[src/rtl/io_input_debounce_pkg.sv]
// io_pkg: shared constants for the IO input front end and its memory-mapped registers
package io_pkg;
  localparam int IO_WIDTH = 32;
  localparam logic [15:0] IO_SW_ADDR = 16'h7800;
  localparam logic [15:0] IO_BTN_ADDR = 16'h7810;
  localparam int DB_CYCLES_DEFAULT = 250000;
  localparam int DB_CYCLES_SIM = 4;
endpackage

[src/rtl/io_input_debounce_bit.sv]
// debounce_bit: two-flop synchroniser plus stability counter for one pad bit
module debounce_bit #(
  parameter int DB_CYCLES = 4
) (
  input  logic i_clk,
  input  logic i_rst,
  input  logic i_raw,
  output logic o_stable,
  output logic o_rise,
  output logic o_fall
);
  localparam int CW = $clog2(DB_CYCLES + 1);
  logic s1_q, s2_q, st_q, st_d, hit;
  logic [CW-1:0] cnt_q, cnt_d;
  // accept s2 once it has differed from st for DB_CYCLES consecutive edges; any agreement restarts the count
  always_comb begin
    hit = (s2_q != st_q) && (cnt_q == CW'(DB_CYCLES - 1));
    st_d = hit ? s2_q : st_q;
    cnt_d = (s2_q == st_q || hit) ? '0 : cnt_q + CW'(1);
  end
  // synchroniser, stable level and counter state
  always_ff @(posedge i_clk or posedge i_rst) begin
    if (i_rst) begin
      s1_q <= 1'b0;
      s2_q <= 1'b0;
      st_q <= 1'b0;
      cnt_q <= '0;
    end else begin
      s1_q <= i_raw;
      s2_q <= s1_q;
      st_q <= st_d;
      cnt_q <= cnt_d;
    end
  end
  assign o_stable = st_q;
  assign o_rise = hit & s2_q;
  assign o_fall = hit & ~s2_q;
endmodule

[src/rtl/io_input_debounce.sv]
// io_input_debounce: synchronise, debounce and normalise board switches and buttons
module io_input_debounce
  import io_pkg::*;
#(
  parameter int NUM_SW = 18,
  parameter int NUM_BTN = 4,
  parameter int DB_CYCLES = DB_CYCLES_DEFAULT,
  parameter bit BTN_ACTIVE_LOW = 1'b1
) (
  input  logic                i_clk,
  input  logic                i_rst,
  input  logic [NUM_SW-1:0]   i_sw_raw,
  input  logic [NUM_BTN-1:0]  i_btn_raw,
  output logic [IO_WIDTH-1:0] o_io_sw,
  output logic [IO_WIDTH-1:0] o_io_btn,
  output logic [IO_WIDTH-1:0] o_btn_press,
  output logic                o_sw_change
);
  if (NUM_SW < 1 || NUM_SW > 32 || NUM_BTN < 1 || NUM_BTN > 32 || DB_CYCLES < 1) begin : g_bad_params
    $error("io_input_debounce: NUM_SW/NUM_BTN must be 1..32 and DB_CYCLES >= 1");
  end
  logic [NUM_SW-1:0] sw_st, sw_rise, sw_fall;
  logic [NUM_BTN-1:0] btn_in, btn_st, btn_rise, unused_btn_fall, press_q;
  logic sw_change_q;
  // inverting before the synchroniser makes the idle button level reset-equivalent, so no press after reset
  assign btn_in = BTN_ACTIVE_LOW ? ~i_btn_raw : i_btn_raw;
  for (genvar i = 0; i < NUM_SW; i++) begin : g_sw
    debounce_bit #(.DB_CYCLES(DB_CYCLES)) u_db (
      .i_clk(i_clk), .i_rst(i_rst), .i_raw(i_sw_raw[i]),
      .o_stable(sw_st[i]), .o_rise(sw_rise[i]), .o_fall(sw_fall[i])
    );
  end
  for (genvar i = 0; i < NUM_BTN; i++) begin : g_btn
    debounce_bit #(.DB_CYCLES(DB_CYCLES)) u_db (
      .i_clk(i_clk), .i_rst(i_rst), .i_raw(btn_in[i]),
      .o_stable(btn_st[i]), .o_rise(btn_rise[i]), .o_fall(unused_btn_fall[i])
    );
  end
  // event pulses register on the same edge the stable bits toggle
  always_ff @(posedge i_clk or posedge i_rst) begin
    if (i_rst) begin
      press_q <= '0;
      sw_change_q <= 1'b0;
    end else begin
      press_q <= btn_rise;
      sw_change_q <= |{sw_rise, sw_fall};
    end
  end
  assign o_io_sw = IO_WIDTH'(sw_st);
  assign o_io_btn = IO_WIDTH'(btn_st);
  assign o_btn_press = IO_WIDTH'(press_q);
  assign o_sw_change = sw_change_q;
endmodule

[config.mk]
export PLATFORM = sky130hd
export DESIGN_NAME = io_input_debounce
export DESIGN_NICKNAME = d
export VERILOG_FILES = /design/src/rtl/io_input_debounce_pkg.sv /design/src/rtl/io_input_debounce_bit.sv /design/src/rtl/io_input_debounce.sv
export SDC_FILE = /design/constraint.sdc
export NUM_CORES = 1
export LEC_CHECK = 0
export ABC_AREA = 0
export CAP_MARGIN = 0
export CELL_PAD_IN_SITES_DETAIL_PLACEMENT = 1
export CELL_PAD_IN_SITES_GLOBAL_PLACEMENT = 1
export CORE_MARGIN = 5
export CORE_UTILIZATION = 51
export CTS_BUF_LIST = sky130_fd_sc_hd__clkbuf_16
export CTS_CLUSTER_SIZE = 30
export DETAILED_ROUTE_END_ITERATION = 10
export PLACE_DENSITY_LB_ADDON = 0.1
export SYNTH_ARGS = -nofsm -noshare
export SYNTH_HDL_FRONTEND = slang
export SYNTH_SLANG_ARGS = --single-unit
[constraint.sdc]
create_clock -name i_clk -period 24.7 [get_ports i_clk]
set_clock_uncertainty 0.15 [all_clocks]
set_input_delay 3.705 -clock i_clk [delete_from_list [all_inputs] [get_ports i_clk]]
set_output_delay 3.705 -clock i_clk [all_outputs]
set_load 0.01 [all_outputs]
==> impl_metrics.json <==
{
  "ys_seq_area_share_pct": 53.8,
  "dieArea_mm2": 0.0468,
  "yosysTopAreaCellShare_pct": 53.8,
  "swShare_pct": 22.1,
  "crit_required_ns": 25.10,
  "row_count": 75,
  "syn_inst": 2147,
  "vias": 14600,
  "syn-cell-area_mm2": 0.0217,
  "insertion_delay_ns": 0.58,
  "crit_chain": "clkdlybuf4s50_1, inv_8, buf_12, buf_4",
  "start_kind": "input port",
  "cts_max_path_buffers": 3,
  "start_util_pct": 51.7,
  "viasPerCell": 5.28,
  "gp_congestion": 0.763,
  "fin_crit_ns": 6.38,
  "grt_max_degree": 198,
  "fin_nets": 2236,
  "max_cap_viol_count": 0,
  "synthFlopType": "dfrtp_1",
  "rsz0062_at_grt": "false",
  "firstDrtPassIters": 4,
  "pwr-share-clk_pct": 47.5,
  "seqPwrFrac_pct": 49.1,
  "tns_ns": 0,
  "status": "finished clean",
  "coreArea_mm2": 0.0420,
  "syn_area_per_cell_um2": 10.1,
  "htreeDepth": 2,
  "chipWidth_um": 216,
  "drive_above_1_share_pct": 4.98,
  "async_reset_ff_share_pct": 100,
  "dp_slack_ns": 17.64,
  "vdd_ir_drop_max_mv": 0.0523,
  "diodes": 0,
  "path_class": "input port to asynchronous set/reset pin",
  "tightest_slew_ns": 1.22,
  "yosys-top-cells-area": "dfrtp_1, xor2_1, nor2_1",
  "fmax_ghz": 0.157,
  "synth_edf_count": 0,
  "cts_tree": "built",
  "relSlewSlack_pct": 17.8,
  "hold_viol": 0,
  "cpPeakStageDelay_ns": 0.92,
  "worst_slack_ns": 18.32,
  "synth_top_area_cell": "dfrtp_1",
  "grt_use_total_pct": 18.9,
  "crit_path_max_fanout": 197,
  "grt_pass1_wl_mm": 76.2,
  "first_global_vias": 15900,
  "p_sw_w": 0.000354,
  "critPathCaptureType": "asynchronous set/reset pin",
  "path_clk_slew_ns": 0.06,
  "slowest_stage": "buf_4",
  "p_int_w": 0.00125,
  "finalCritPeriodShare_pct": 25.8,
  "ys_warn_count": 0,
  "min_path_type": "flop to flop",
  "cts_hold_buffers": 0,
  "ioPinCount": 121,
  "numCtsBuffers": 50,
  "ctsResizeCount": 0,
  "die_h_um": 216,
  "hpwlAfterDp_mm": 28.9,
  "overflow": 0,
  "remaining_drc_errors": 0,
  "wl_mm": 44.1,
  "cts_setup_buffers": 0,
  "crit_arrival_ns": 6.78,
  "pwr-share-comb_pct": 3.3,
  "synthDistinctLibCells": 46,
  "root_buffer": "clkbuf_16",
  "finalSetupViolCount": 0,
  "ant_nets": 0,
  "powerDensity_mw_per_mm2": 66.9,
  "area_growth_pct": 10.4,
  "drv_slew": 0,
  "portBuffers": 50,
  "cts.sinks": 467,
  "ys_seq_elements": 467,
  "leakage_nw": 10.7,
  "first_iter_violations": 725,
  "antenna_found_initial": 0,
  "routedWlPerCell_um": 15.9
}
-- cell usage after synthesis, types with 4 or more instances --
library cell  count
nor3_1           32
nand2_1         153
nand4_1          55
nand3_1         147
or4_1             4
buf_2            16
clkbuf_1         20
nor4_1           27
nor4bb_1          7
or2_2             9
mux2_2           22
nor4b_1          13
inv_1            39
o21ai_0           9
dfrtp_1         467
and4_1           30
nor2_1          467
ha_1             22
and2_1            4
xor2_1          213
nand2b_1         11
or3_1            10
buf_4            94
xnor2_1         156
nor3b_1           5
a21oi_1          11
and3_1           74
-- critical path, delay by kind of cell --
kind | cells | cell delay [ns]
buf+inv | 4 | 2.64
-- placed cells by master (no fill, tap or decap), types with 13 or more instances in the layout --
cell type,synthesis,layout
nand4_1,55,55
mux2_2,22,22
nor2_1,467,467
xnor2_1,156,156
ha_1,22,22
and3_1,74,74
nand3_1,147,147
clkbuf_16,0,53
xor2_1,213,213
nand2_1,153,153
and4_1,30,30
nor4b_1,13,13
clkdlybuf4s50_1,0,50
conb_1,1,70
nor3_1,32,32
nor4_1,27,27
dfrtp_1,467,467
inv_1,39,48
-- stage by stage --
step	utilization, %	total power, W	hold slack (ns)	instance area (um2)	std cells
CTS	57.1	0.00163	0.192	24000	2767
finish	57.1	0.00160	0.192	24000	2767
global route	57.1	0.00167	0.200	24000	2767
floorplan	-	0.000848	0.181	22000	2216
global placement	53.1	0.000853	0.183	22300	2677
detailed placement	53.1	0.000856	0.186	22300	2677
-- power by group through the flow --
stage | combinational [W] | clock (W) | sequential (W)
2_1_floorplan | 0.0000486 | 0 | 0.000799
3_3_place_gp | 0.0000527 | 0 | 0.000801
3_5_place_dp | 0.0000547 | 0 | 0.000802
4_1_cts | 0.0000552 | 0.000788 | 0.000788
5_1_grt | 0.0000620 | 0.000819 | 0.000789
6_report | 0.0000533 | 0.000762 | 0.000788
-- logic make-up (layout without fill, tap and decap cells) --
kind of cell             Yosys count  in the layout  synth area share (%)
AND/OR/NAND/NOR                 1067           1067                  23.4
flip-flops                       467            467                  53.8
XOR/XNOR                         369            369                  14.9
buffers and inverters            171            183                  4.78
AO/OA/AOI/OAI                     28             28                 0.731
adder cells (fa/ha/maj)           22             22                  1.27
multiplexers                      22             22                  1.14
other                              1             70                0.0173
-- layout make-up --
type | count | area, um2
fillers | 4619 | 18000
flip-flops and latches | 467 | 11700
multi-input cells | 1578 | 9260
clock buffers | 53 | 1330
well taps | 539 | 674
repair buffers | 54 | 543
clock inverters | 37 | 345
inverters | 39 | 154
-- sequential cells by signal, summed over array words and instances, names as in the netlist --
name	count
g_sw.u_db.cnt_q	324
g_btn.u_db.cnt_q	72
g_btn.u_db.s1_q	4
g_btn.u_db.s2_q	4
g_sw.u_db.s1_q	18
o_sw_change	1
g_sw.u_db.s2_q	18
g_sw.u_db.o_stable	18
press_q	4
g_btn.u_db.o_stable	4
-- per-layer routing --
| layer | vias to the layer above | part of all wire (%) | global-route usage, % |
|---|---|---|---|
| li1 | 7023 | - | - |
| met1 | 7392 | 45 | 24.2 |
| met2 | 113 | 51 | 33.6 |
| met3 | 68 | 2.4 | 2.62 |
| met4 | 0 | 2.3 | 5.58 |
| met5 | - | 0 | 0 |
-- worst paths after layout --
| kind | startpoint | to | slack, ns | cells after the start |
|---|---|---|---|---|
| max | i_rst | g_sw[17].u_db.cnt_q[10]$_DFF_PP0_ | 18.32 | 4 |
| min | g_sw[5].u_db.s1_q$_DFF_PP0_ | g_sw[5].u_db.s2_q$_DFF_PP0_ | 0.19 | 0 |
| max reg2reg | g_btn[2].u_db.cnt_q[4]$_DFF_PP0_ | press_q[2]$_DFF_PP0_ | 22.06 | 4 |
| min reg2reg | g_sw[5].u_db.s1_q$_DFF_PP0_ | g_sw[5].u_db.s2_q$_DFF_PP0_ | 0.19 | 0 |
| max in group i_clk | g_sw[12].u_db.o_stable$_DFFE_PP0N_ | o_io_sw[12] | 19.28 | 1 |
| min in group asynchronous | i_rst | g_sw[9].u_db.cnt_q[6]$_DFF_PP0_ | 3.52 | 2 |
(Power assumes the default switching activity.)
